`src/rtl/rr_enc8to3_pkg.sv`:
```
// Shared sizes, FSM state encoding and the index-to-one-hot helper for the
// 8-source round-robin bus arbiter.
package rr_enc8to3_pkg;

  localparam int unsigned NUM_REQ = 8;
  localparam int unsigned IDX_W   = 3;

  typedef enum logic {
    ST_IDLE  = 1'b0,
    ST_GRANT = 1'b1
  } state_t;

  // Bit 0 of the result is R0, matching the [0:7] bus ordering.
  function automatic logic [0:NUM_REQ-1] idx_to_oh(input logic [IDX_W-1:0] idx);
    logic [0:NUM_REQ-1] oh;
    oh      = '0;
    oh[idx] = 1'b1;
    return oh;
  endfunction

endpackage

```
`src/rtl/rr_enc8to3_pri_enc.sv`:
```
// Rotating priority encoder: finds the first set request at or after the
// pointer, searching upward and wrapping 7->0.
module pri_enc8to3
  import rr_enc8to3_pkg::*;
(
  input  logic [0:NUM_REQ-1] i_req,
  input  logic [IDX_W-1:0]   i_ptr,
  output logic [IDX_W-1:0]   o_idx_c,
  output logic               o_valid_c
);

  logic [IDX_W-1:0] w_cand;

  always_comb begin
    o_idx_c   = '0;
    o_valid_c = 1'b0;
    w_cand    = '0;
    for (int unsigned k = 0; k < NUM_REQ; k++) begin
      w_cand = IDX_W'(i_ptr + IDX_W'(k));
      if (!o_valid_c && i_req[w_cand]) begin
        o_idx_c   = w_cand;
        o_valid_c = 1'b1;
      end
    end
  end

endmodule

```
`src/rtl/rr_enc8to3.sv`:
```
// Round-robin 8-to-3 bus arbiter with optional fixed priority for R7/PC.
// A grant is held until released; release re-arbitrates in the same cycle.
module rr_enc8to3
  import rr_enc8to3_pkg::*;
#(
  parameter int unsigned PC_PRIORITY = 0
) (
  input  logic               Clock,
  input  logic               Resetn,
  input  logic [0:NUM_REQ-1] Req,
  input  logic               Rel,
  output logic [IDX_W-1:0]   Gnt,
  output logic [0:NUM_REQ-1] GntOH,
  output logic               GntValid,
  output logic               RelErr
);

  localparam logic [IDX_W-1:0] PC_IDX = IDX_W'(NUM_REQ - 1);

  state_t             r_state;
  logic [IDX_W-1:0]   r_ptr;
  logic [IDX_W-1:0]   r_gnt;
  logic [0:NUM_REQ-1] r_gnt_oh;
  logic               r_gnt_valid;
  logic               r_rel_err;

  state_t             w_state_nxt;
  logic [IDX_W-1:0]   w_ptr_nxt;
  logic [IDX_W-1:0]   w_gnt_nxt;
  logic               w_gnt_valid_nxt;
  logic               w_rel_err_nxt;
  logic [IDX_W-1:0]   w_arb_ptr;
  logic [IDX_W-1:0]   w_enc_idx;
  logic               w_enc_valid;
  logic [IDX_W-1:0]   w_win_idx;
  logic               w_releasing;

  // A release in GRANT advances the pointer past the releasing source first,
  // so that source ends up lowest priority in the same-cycle re-arbitration.
  assign w_releasing = (r_state == ST_GRANT) && Rel;
  assign w_arb_ptr   = w_releasing ? IDX_W'(r_gnt + IDX_W'(1)) : r_ptr;

  pri_enc8to3 u_pri_enc (
    .i_req     (Req),
    .i_ptr     (w_arb_ptr),
    .o_idx_c   (w_enc_idx),
    .o_valid_c (w_enc_valid)
  );

  assign w_win_idx = ((PC_PRIORITY != 0) && Req[PC_IDX]) ? PC_IDX : w_enc_idx;

  always_comb begin
    w_state_nxt     = r_state;
    w_ptr_nxt       = r_ptr;
    w_gnt_nxt       = r_gnt;
    w_gnt_valid_nxt = r_gnt_valid;
    w_rel_err_nxt   = 1'b0;
    unique case (r_state)
      ST_IDLE: begin
        if (Rel) begin
          w_rel_err_nxt = 1'b1;
        end else if (w_enc_valid) begin
          w_state_nxt     = ST_GRANT;
          w_gnt_nxt       = w_win_idx;
          w_gnt_valid_nxt = 1'b1;
        end
      end
      ST_GRANT: begin
        if (Rel) begin
          w_ptr_nxt = w_arb_ptr;
          if (w_enc_valid) begin
            w_gnt_nxt = w_win_idx;
          end else begin
            w_state_nxt     = ST_IDLE;
            w_gnt_valid_nxt = 1'b0;
          end
        end
      end
      default: begin
        w_state_nxt     = ST_IDLE;
        w_gnt_valid_nxt = 1'b0;
      end
    endcase
  end

  always_ff @(posedge Clock) begin
    if (!Resetn) begin
      r_state     <= ST_IDLE;
      r_ptr       <= '0;
      r_gnt       <= '0;
      r_gnt_oh    <= '0;
      r_gnt_valid <= 1'b0;
      r_rel_err   <= 1'b0;
    end else begin
      r_state     <= w_state_nxt;
      r_ptr       <= w_ptr_nxt;
      r_gnt       <= w_gnt_nxt;
      r_gnt_oh    <= w_gnt_valid_nxt ? idx_to_oh(w_gnt_nxt) : '0;
      r_gnt_valid <= w_gnt_valid_nxt;
      r_rel_err   <= w_rel_err_nxt;
    end
  end

  assign Gnt      = r_gnt;
  assign GntOH    = r_gnt_oh;
  assign GntValid = r_gnt_valid;
  assign RelErr   = r_rel_err;

endmodule

```
`config.mk`:
```
export PLATFORM = sky130hd
export DESIGN_NAME = rr_enc8to3
export DESIGN_NICKNAME = d
export VERILOG_FILES = /design/src/rtl/rr_enc8to3_pkg.sv /design/src/rtl/rr_enc8to3_pri_enc.sv /design/src/rtl/rr_enc8to3.sv
export SDC_FILE = /design/constraint.sdc
export NUM_CORES = 1
export LEC_CHECK = 0
export ABC_AREA = 0
export BUFFER_PORTS_ARGS = -buffer_cell sky130_fd_sc_hd__buf_2
export CAP_MARGIN = 15
export CORE_MARGIN = 8
export CORE_UTILIZATION = 28
export DETAILED_ROUTE_END_ITERATION = 6
export RECOVER_POWER = 25
export REMOVE_ABC_BUFFERS = 1
export SYNTH_ARGS = -nofsm -noshare
export SYNTH_HDL_FRONTEND = slang
export SYNTH_SLANG_ARGS = --single-unit
```
`constraint.sdc`:
```
create_clock -name Clock -period 8.55 [get_ports Clock]
set_input_delay 0.4275 -clock Clock [delete_from_list [all_inputs] [get_ports Clock]]
set_output_delay 0.4275 -clock Clock [all_outputs]
set_load 0.1 [all_outputs]
```
==> results.txt <==
outcome: finished clean
commonest non-fill, non-tap cell in the layout: nand3_1
gr usage total: 0.108
Nets: 243
asr flop ratio synth: 0
H-tree levels: 1
Die H: 93.6 µm
Final WS setup: 4.67 ns
kind of cell adding the most delay to the critical path: compound AO/OA/AOI/OAI gates
Startpoint Class: flop
Worst EP required: 8.75 ns
drt total wl: 4710 µm
floorplan core area: 5890 µm²
most frequent cells in the layout: 23 x nand3_1, 17 x dfxtp_1, 17 x buf_2
largest net degree at the start of global routing: 16
RD Place Congestion: 0.926
synthesized instance count: 208
Worst slew margin: 0.217
min-delay src: Resetn
critical-path cell list: and2_1, mux2i_1, inv_1, ha_1, inv_1, o211ai_1, a221oi_1, nor2_1, nand4_2, a211oi_4, a221oi_1, o22ai_2, or3b_4, nor2b_2
Top Usage Layer GRT: met2
Power per Cell Area: 230 nW/µm²
DRC: 0
CTS Sinks: 17
RSZ-0062 raised after global routing: no
Setup CP Type: flop to flop
Starting Density: 0.287
post-place setup slack: 4.71 ns
R2R Setup Slk: 4.67 ns
Hold Path Cell Cnt: 3
Area growth syn-to-layout: 11.7%
Fmax achieved: 257 MHz
Sum Neg Setup Slack: 0 ns
minimum clock period: 3.88 ns
vias in the first global route: 1642
Critical Path End Type: flop
placed cell count: 299
Ports: 24
start point of the critical path: r_state
met3 usage in global routing: 0.0120
Mean Syn Cell Area: 8.11 µm²
vias after detailed routing: 1727
port bufs: 23
Reg clk slew, reported paths: 0.06 ns
launch point of the worst reg-to-reg path: r_state
Setup-failing EPs final: 0
CTS tree: yes
CTS Buf Count: 3
worst r2r path cells: 14
DRT antenna net count: 0
crit path max-delay cell type: dfxtp_1
Die Area: 8760 µm²
drt via density: 5.70
Skew-Pair Late Insertion Delay: 0.25 ns
post-CTS setup repair buffer count: 0
initial antenna violation count: 0
Post-synth EDFFs: 0
dominant synthesized flop cell: dfxtp_1
Fin. Hold Viols: 0
Pre-antenna DRT Iters: 4
Non-Filler Instances: 303
met2 Resource Use GR: 0.187
row cnt: 28
initial DRC count: 163
max_cap viols: 0
Mapped Area: 1690 µm²
first-pass GRT wire length: 7810 µm
worst-margin pin slew: 1.18 ns
Hold Crit Class: input port to flop
post-synth cell types: 61
#FFs+latches synth: 17
Ys Warns: 0
share of cells above drive strength 1: 0.219
fin crit share: 0.454
CP arrival: 4.08 ns
DPL Wire Length: 3770 µm
max-slew violations: 0
worst vdd ir: 0.144 mV
grt met1 use: 0.129
clk_skew: 0.00127 ns
global route overflow: 0
Clock Root Buffer: clkbuf_8
Levels on crit path: 14
Clock Path Buffers: 2
Layout Utilization: 0.320
register area share after synthesis: 0.202
Die Wd: 93.6 µm
cts hold-fix bufs: 0
Max stage delay on crit path: 0.69 ns
critical path buffer and inverter count: 2
PostCTS Resize Cnt: 0
crit path max fanout: 14
WL/cell: 15.5 µm
LEAKAGE: 0.773 nW
Antenna Cells: 0
cell type report:
type	count	area, µm²
fill	643	4000
multi-input combinational	174	1250
sequential	17	340
timing repair buffer	24	115
tap	75	93.8
clock buffer	3	41.3
inverter	9	36.3
clock inverter	1	5.00
Yosys cell counts, types with 2 or more instances:
library cell | number | share of area
a21oi_1 | 13 | 0.039
nor3_1 | 3 | 0.0089
clkbuf_1 | 3 | 0.0067
o21ai_1 | 3 | 0.0089
and3_1 | 3 | 0.011
dfxtp_1 | 17 | 0.20
and2_1 | 13 | 0.048
nor2b_1 | 3 | 0.011
nand4_1 | 4 | 0.015
ha_1 | 3 | 0.022
nand2_1 | 12 | 0.027
xnor2_1 | 5 | 0.026
xor2_1 | 3 | 0.016
a221oi_1 | 3 | 0.016
nor2_1 | 11 | 0.024
o211a_1 | 4 | 0.024
inv_1 | 8 | 0.018
a31oi_1 | 2 | 0.0074
a211oi_1 | 3 | 0.013
mux4_2 | 2 | 0.027
a21o_1 | 3 | 0.013
mux2i_1 | 5 | 0.030
or2_2 | 4 | 0.015
o21ai_0 | 12 | 0.036
buf_6 | 3 | 0.020
nand3_1 | 23 | 0.068
o211ai_1 | 6 | 0.027
power breakdown:
part / leakage, nW / total [W] / internal, W / switching, W
logic: 0.608 / 0.000277 / 0.0000875 / 0.000190
registers: 0.139 / 0.0000973 / 0.0000885 / 0.00000886
clock network: 0.0255 / 0.0000591 / 0.0000323 / 0.0000267
sequential cells by signal, summed over array words and instances, names as in the netlist:
signal    count
GntOH         8
GntValid      1
Gnt           3
r_ptr         3
RelErr        1
r_state       1
worst register-to-register path: cells and delay by family, from the launching register on:
family	cells	cell delay [ns]
fa+ha+maj	1	0.29
simple gates	5	1.14
mux	1	0.09
flops	1	0.69
compound gates	5	1.17
buf+inv	2	0.43
worst paths after layout:
path                            endpoint
worst max-delay path            GntOH[2]
worst min-delay path              RelErr
worst max register to register  GntOH[2]
worst min register to register  GntOH[7]
metal layers:
metal  part of all wire  routed length [µm]
met1               0.42                1960
met2               0.50                2350
met3              0.054                 256
met4              0.030                 140
met5                  0                   0
kinds of logic after synthesis:
kind of cell,synth area share
compound gates,0.311
xor+xnor,0.0415
fa+ha+maj,0.0223
buf+inv,0.0556
flops,0.202
mux,0.0631
simple gates,0.305
through the flow:
step | hold WS (ns) | power (W) | cell area (µm²)
after floorplan | 0.541 | 0.000318 | 1630
after global placement | 0.670 | 0.000374 | 1850
after detailed placement | 0.674 | 0.000373 | 1850
after CTS | 0.433 | 0.000434 | 1890
after global routing | 0.448 | 0.000459 | 1880
final | 0.440 | 0.000434 | 1880
(Power assumes the default switching activity.)
